File: src/rtl/bitrf_flush_ctrl.sv
// bitrf_flush_ctrl -- walks every set of a 4-way bit regfile, issuing a
// writeback for each set bit and clearing it afterwards. Pipeline bit updates
// always win the regfile port; the walk stalls around them.
//
// Optional feature: define BITRF_FLUSH_ABORT_EN to add the flush_abort input,
// which ends a walk early (from SCAN, or after a CLR write).
//
// Ports:
//   clk, reset_n               clock, async active-low reset
//   flush_start                one-cycle pulse, starts a walk when idle
//   upd_req/idx/way/val        pipeline bit update (always granted)
//   rd                         regfile read data for ra (combinational)
//   ra, wa, wr, in, way_sel    regfile read/write port
//   wb_req/idx/way, wb_ack     writeback handshake
//   busy, flush_done           walk in progress / completion pulse
//   wb_cnt                     writebacks issued in current/last flush
//   flush_abort                (BITRF_FLUSH_ABORT_EN only) abort the walk
module bitrf_flush_ctrl #(
  parameter int ENTRIES = 8192,
  parameter int IDX_W   = 13
) (
  input  logic             clk,
  input  logic             reset_n,
  input  logic             flush_start,
  input  logic             upd_req,
  input  logic [IDX_W-1:0] upd_idx,
  input  logic [1:0]       upd_way,
  input  logic             upd_val,
  input  logic [3:0]       rd,
`ifdef BITRF_FLUSH_ABORT_EN
  input  logic             flush_abort,
`endif
  output logic [IDX_W-1:0] ra,
  output logic [IDX_W-1:0] wa,
  output logic             wr,
  output logic             in,
  output logic [3:0]       way_sel,
  output logic             wb_req,
  output logic [IDX_W-1:0] wb_idx,
  output logic [1:0]       wb_way,
  input  logic             wb_ack,
  output logic             busy,
  output logic             flush_done,
  output logic [15:0]      wb_cnt
);

  localparam logic [2:0] S_IDLE = 3'd0;
  localparam logic [2:0] S_SCAN = 3'd1;
  localparam logic [2:0] S_WB   = 3'd2;
  localparam logic [2:0] S_CLR  = 3'd3;
  localparam logic [2:0] S_DONE = 3'd4;

  localparam logic [IDX_W-1:0] LAST = IDX_W'(ENTRIES - 1);

  logic [2:0]       state, state_n;
  logic [IDX_W-1:0] idx, idx_n;
  logic [3:0]       vec, vec_n;
  logic             stale, stale_n;
  logic [15:0]      cnt_n;
  logic             abort;
  logic [3:0]       clr_mask;

`ifdef BITRF_FLUSH_ABORT_EN
  assign abort = flush_abort;
`else
  assign abort = 1'b0;
`endif

  function automatic logic [1:0] low_way(input logic [3:0] v);
    if (v[0])      return 2'd0;
    else if (v[1]) return 2'd1;
    else if (v[2]) return 2'd2;
    else           return 2'd3;
  endfunction

  assign wb_way     = low_way(vec);
  assign wb_idx     = idx;
  assign wb_req     = (state == S_WB);
  assign busy       = (state != S_IDLE);
  assign flush_done = (state == S_DONE);
  assign clr_mask   = 4'b0001 << wb_way;

  // Regfile port: update first, then the walk's CLR write, else plain read.
  always_comb begin
    ra      = idx;
    wa      = idx;
    wr      = 1'b0;
    in      = 1'b0;
    way_sel = 4'b0000;
    if (upd_req) begin
      ra      = upd_idx;
      wa      = upd_idx;
      wr      = 1'b1;
      in      = upd_val;
      way_sel = 4'b0001 << upd_way;
    end else if (state == S_CLR) begin
      wr      = 1'b1;
      way_sel = clr_mask;
    end
  end

  always_comb begin
    state_n = state;
    idx_n   = idx;
    vec_n   = vec;
    stale_n = stale;
    cnt_n   = wb_cnt;
    // An update hitting the set under writeback means vec no longer matches
    // the array; force a re-read of this set once the current bit is cleared.
    if (upd_req && (state == S_WB || state == S_CLR) && upd_idx == idx)
      stale_n = 1'b1;
    case (state)
      S_IDLE: begin
        if (flush_start) begin
          state_n = S_SCAN;
          idx_n   = '0;
          vec_n   = '0;
          stale_n = 1'b0;
          cnt_n   = '0;
        end
      end
      S_SCAN: begin
        if (abort) begin
          state_n = S_DONE;
        end else if (!upd_req) begin
          vec_n = rd;
          if (rd != 4'b0000)   state_n = S_WB;
          else if (idx == LAST) state_n = S_DONE;
          else                  idx_n   = idx + 1'b1;
        end
      end
      S_WB: begin
        // Abort is deliberately not looked at here: the handshake finishes.
        if (wb_ack) begin
          state_n = S_CLR;
          cnt_n   = (wb_cnt == 16'hFFFF) ? wb_cnt : wb_cnt + 16'd1;
        end
      end
      S_CLR: begin
        if (!upd_req) begin
          vec_n = vec & ~clr_mask;
          if (abort) begin
            state_n = S_DONE;
          end else if (stale) begin
            state_n = S_SCAN;
            stale_n = 1'b0;
          end else if (vec_n != 4'b0000) begin
            state_n = S_WB;
          end else if (idx == LAST) begin
            state_n = S_DONE;
          end else begin
            state_n = S_SCAN;
            idx_n   = idx + 1'b1;
          end
        end
      end
      S_DONE:  state_n = S_IDLE;
      default: state_n = S_IDLE;
    endcase
  end

  always_ff @(posedge clk or negedge reset_n) begin
    if (!reset_n) begin
      state  <= S_IDLE;
      idx    <= '0;
      vec    <= '0;
      stale  <= 1'b0;
      wb_cnt <= '0;
    end else begin
      state  <= state_n;
      idx    <= idx_n;
      vec    <= vec_n;
      stale  <= stale_n;
      wb_cnt <= cnt_n;
    end
  end

endmodule

File: config.mk
export PLATFORM = sky130hd
export DESIGN_NAME = bitrf_flush_ctrl
export DESIGN_NICKNAME = d
export VERILOG_FILES = /design/src/rtl/bitrf_flush_ctrl.sv
export SDC_FILE = /design/constraint.sdc
export NUM_CORES = 1
export LEC_CHECK = 0
export ABC_AREA = 1
export ABC_CLOCK_PERIOD_IN_PS = 2570
export CORE_MARGIN = 8
export CORE_UTILIZATION = 52
export CTS_CLUSTER_SIZE = 28
export DETAILED_ROUTE_END_ITERATION = 8
export PLACE_DENSITY = 0.87
export SLEW_MARGIN = 25
export SYNTH_ARGS = -nofsm -noshare
export SYNTH_HDL_FRONTEND = slang
export SYNTH_SLANG_ARGS = --single-unit
File: constraint.sdc
create_clock -name clk -period 2.57 [get_ports clk]
set_input_delay 0.6425 -clock clk [delete_from_list [all_inputs] [get_ports clk]]
set_output_delay 0.6425 -clock clk [all_outputs]
set_load 0.05 [all_outputs]
After elaboration in Yosys (flattened, before gate mapping)

Index checks and enable logic that the tools add are counted.

Register bits: 37
Input port bits: 25
Output and inout bits: 66
Logic and storage cells: 80

Add/sub/neg operators: 2
Equal/unequal tests: 16
Shifts and indexed selects: 2
Muxes and demuxes: 40
Bitwise gates (word level): 2
Reductions and logical operators: 13

Operator list:

| cell                                             | number |
|---|---|
| two-way mux 13 bit                               | 8 |
| two-way mux 16 bit                               | 3 |
| case mux 13 bit (3 select lines)                 | 1 |
| case mux 16 bit (2 select lines)                 | 1 |
| two-way mux 3 bit                                | 9 |
| two-way mux 4 bit                                | 5 |
| adder 16 x 1 -> 16 bit (second input constant)   | 1 |
| == test 16 bit (second input constant)           | 1 |
| != test 2 bit (second input constant)            | 7 |
| adder 13 x 1 -> 13 bit (second input constant)   | 1 |
| == test 13 bit                                   | 1 |
| == test 13 bit (second input constant)           | 1 |
| case mux 3 bit (4 select lines)                  | 1 |
| case mux 4 bit (3 select lines)                  | 1 |
| two-way mux 1 bit                                | 8 |
| AND reduction 4 bit                              | 2 |
| nonzero test 4 bit                               | 2 |
| << shifter 1 x 2 -> 4 bit (first input constant) | 2 |
| AND reduction 7 bit                              | 1 |
| == test 3 x 2 -> 1 bit (second input constant)   | 2 |
| nonzero test 3 bit                               | 2 |
| AND reduction 5 bit                              | 1 |
| AND 4 bit                                        | 1 |
| two-way mux 2 bit                                | 2 |
| other kinds (10)                                 | 11 |

Logic depth before layout (Yosys ltp)

Word-level depth: 11
Depth in mapped cells: 10
Gate-level depth less buffers: 10

Worst setup path after synthesis

OpenSTA, ideal clock, no wires.

Path kind: input -> output
From: input port upd_req
To: output port wa[5]
Arrival: 2.543 ns
Required time: 1.928 ns
Setup slack: -0.616 ns
Stages on the path: 4
Buffers on the path: 3
Cells stage by stage: clkbuf_1 clkbuf_1 o21ai_0 buf_4

Word-level cells in the longest chain between the ends: 1

Ends and longest elaborated chain:

| item               | line | text |
|---|---|---|
| start, declared    | 25   | `input logic upd_req,` |
| two-way mux 13 bit | n/a  |  |
| end, declared      | 34   | `output logic [IDX_W-1:0] wa,` |

No other way between the ends.

Final worst setup path

From: register state[1]
To: output port busy

Word-level cells in the longest chain between the ends: 1

Ends and longest elaborated chain:

| item                   | line | text |
|---|---|---|
| start, declared        | 55   | `logic [2:0] state, state_n;` |
| start signal, assigned | 170  | `state <= state_n;` |
| nonzero test 3 bit     | 79   | `assign busy = (state != S_IDLE);` |
| end, declared          | 42   | `output logic busy,` |

No other way between the ends.

==> summary.txt <==
Clock Latency Late Sink - 0.29 ns
initial antenna violation count - 0
Cell Area, Synth - 0.00309 mm²
Critical Path AT - 1.88 ns
largest net degree at the start of global routing - 38
Seq/Total Area, Yosys - 0.299
number of global-route vias before repair - 3,377
critical path endpoint category - output port
fin crit share - 0.980
antenna cells - 0
post-synthesis mux area share - 0.00324
Worst-path clk slew - 0.08 ns
Req. time, crit path - 1.93 ns
clock buffer depth - 2
RSZ-0062 raised after global routing - yes
Syn Nets - 513
Worst-Margin Slew - 0.873 ns
skew final - 0.00884 ns
DRC Markers - 0
status - complete, no violations
hold slack - 0.455 ns
Num CTS Buffers - 5
xor and xnor fraction of the mapped netlist area - 0.0340
Tmin final - 2.52 ns
Slew Limit Headroom - 0.418
Post-Route WL - 9650 µm
Pre-antenna DRT Iters - 8
first-pass GRT wire length - 15,900 µm
unique cell type count in the Yosys netlist - 34
RePlAce Congestion - 0.966
H-tree levels - 2
hold_buf cts - 0
Multi-input gate area - 0.00182 mm²
Die ar. - 0.00867 mm²
compound-gate portion of the synthesized area - 0.104
Ys Warns - 0
Setup Viol. Count Final - 0
overflow left after global routing - 0
TritonCTS sink count - 37
IO buf count - 90
largest family of logic cells by synthesized area - simple AND/OR/NAND/NOR gates
Nets - 592
pwr/cell area - 693 mW/mm²
Setup Buffers After CTS - 0
CTS Root Cell - clkbuf_8
synthesis-to-finish area growth - 42.9%
Total GRT Usage - 0.220
crit path kind - register to output port
post-synthesis adder-cell area fraction - 0.00809
fmax - 0.397 GHz
share of cells above drive strength 1 - 0.154
post-synthesis cell count - 486
via count - 3,569
WL/cell - 15.1 µm
simple-gate area share of the yosys netlist - 0.430
Antenna Nets Post-Route - 0
Slew Viols, Final - 0
final hold vios - 0
register area - 926 µm²
Tot Pwr - 0.00306 W
Top Ports - 91
starting density of the core - 0.529
fillers - 442
Syn Area/Cell - 6.36 µm²
Die Span X - 93.1 µm
worst vdd rail ir drop - 0.546 mV
Setup crit start kind - register
hpwl dp - 7400 µm
#FFs+latches synth - 37
class of the worst hold path - primary input to async pin
vias per cell - 5.57
Core Box Area - 0.00585 mm²
CTS tree - done
row count - 28
Die Ht - 93.1 µm
Max Fanout on Critical Path - 9
leak pwr - 1.98 nW
max cap viols - 0
Iter 0 DRT Violations - 404
==> sequential cells by signal, summed over array words and instances (netlist names) <==
register and count:
wb_cnt 16, wb_idx 13, vec 4, state 3
stale 1
==> per-stage QoR <==
stage / std cells / setup TNS (ns) / utilization / setup slack (ns) / instance area [µm²]
finish: 641 / 0 / 0.755 / 0.0518 / 4420
detailed placement: 633 / -0.0779 / 0.739 / -0.0424 / 4320
global placement: 633 / 0 / 0.739 / 0.0109 / 4320
global route: 641 / -0.00486 / 0.755 / -0.00486 / 4420
CTS: 641 / 0 / 0.753 / 0.0478 / 4410
floorplan: 486 / -2.38 / - / -0.213 / 3110
==> cell usage after synthesis <==
cell / number / share of area
dfrtp_1: 37 / 0.30
nor2_2: 7 / 0.014
nor2_4: 1 / 0.0036
buf_4: 16 / 0.039
inv_2: 5 / 0.0061
o21bai_1: 4 / 0.0097
or2_2: 3 / 0.0061
nand2_2: 6 / 0.012
nand4_1: 15 / 0.030
xor2_1: 10 / 0.028
mux2i_1: 1 / 0.0032
buf_2: 4 / 0.0065
nand2_4: 2 / 0.0073
nor2_8: 1 / 0.0065
o22ai_1: 3 / 0.0061
nor3_1: 10 / 0.016
nand3_2: 1 / 0.0032
nor3b_1: 1 / 0.0024
buf_6: 3 / 0.011
a21oi_1: 9 / 0.015
o21ai_1: 5 / 0.0081
o32ai_1: 1 / 0.0028
a22oi_1: 1 / 0.0024
o21ai_2: 4 / 0.011
nor2_1: 55 / 0.067
ha_1: 2 / 0.0081
clkbuf_1: 5 / 0.0061
xnor2_1: 2 / 0.0057
a31oi_1: 1 / 0.0020
inv_1: 44 / 0.053
nand4_4: 1 / 0.0069
nand2_1: 160 / 0.19
o21ai_0: 29 / 0.047
nand3_1: 37 / 0.060
==> where the power goes <==
part | internal (W) | switching, W
combinational | 0.000635 | 0.00124
clock | 0.000187 | 0.000224
sequential | 0.000652 | 0.000122
==> critical path, stage by stage, from the launching register on <==
cell and delay [ns]:
dfrtp_1 0.50, nor3_1 0.31, inv_1 0.07, clkdlybuf4s50_1 0.71
==> final timing paths <==
kind	endpoint	start	slack, ns	cells past startpoint
setup / recovery	busy	state[1]	0.05	3
hold reg to reg	vec[3]	vec[3]	0.53	2
hold / removal	wb_idx[6]	reset_n	0.45	1
setup reg to reg	wb_cnt[15]	wb_cnt[0]	0.60	9
min in group clk	vec[3]	vec[3]	0.53	2
max in group asynchronous	wb_cnt[11]	reset_n	1.56	1
==> timing repair <==
| item | CTS | global route |
|---|---|---|
| gates cloned | 0 | 0 |
| resized for setup | 1 | 1 |
| pin swaps | 0 | 0 |
| setup endpoints to repair | 3 | 1 |
==> metal layers <==
layer	wire, µm	global-route usage	share of wire
met5	0	0	0
met4	148	0.0698	0.015
met3	782	0.0393	0.081
met2	4680	0.374	0.48
met1	4040	0.276	0.42
==> kinds of logic (layout without fill, tap and decap cells) <==
kind of cell / count (synthesis) / in the layout
and+or+nand+nor: 300 / 300
buffers and inverters: 77 / 157
AOI/OAI and AO/OA: 57 / 57
DFF: 37 / 37
xor gates and xnor gates: 12 / 12
adders and majority gates: 2 / 2
muxes: 1 / 1
==> layout by cell type, fill, tap and decap left out, types with 2 or more instances in the layout <==
master and count:
a21oi_1 9, buf_12 34, buf_4 10, clkbuf_8 5
clkdlybuf4s50_1 54, clkinv_2 2, dfrtp_1 37, ha_1 2
inv_1 44, inv_2 5, nand2_1 160, nand2_2 6
nand2_4 2, nand3_1 37, nand4_1 15, nor2_1 55
nor2_2 7, nor3_1 10, o21ai_0 16, o21ai_1 17
o21ai_2 5, o21bai_1 4, o22ai_1 2, or2_2 3
xnor2_1 2, xor2_1 10
==> layout make-up <==
type / count / share of cell area
sequential: 37 / 0.210
timing repair buffer: 100 / 0.296
multi-input combinational: 372 / 0.412
tap: 75 / 0.0212
inverter: 49 / 0.0416
clock buffer: 5 / 0.0156
clock inverter: 3 / 0.00396
Power figures use the tool's default switching activity.
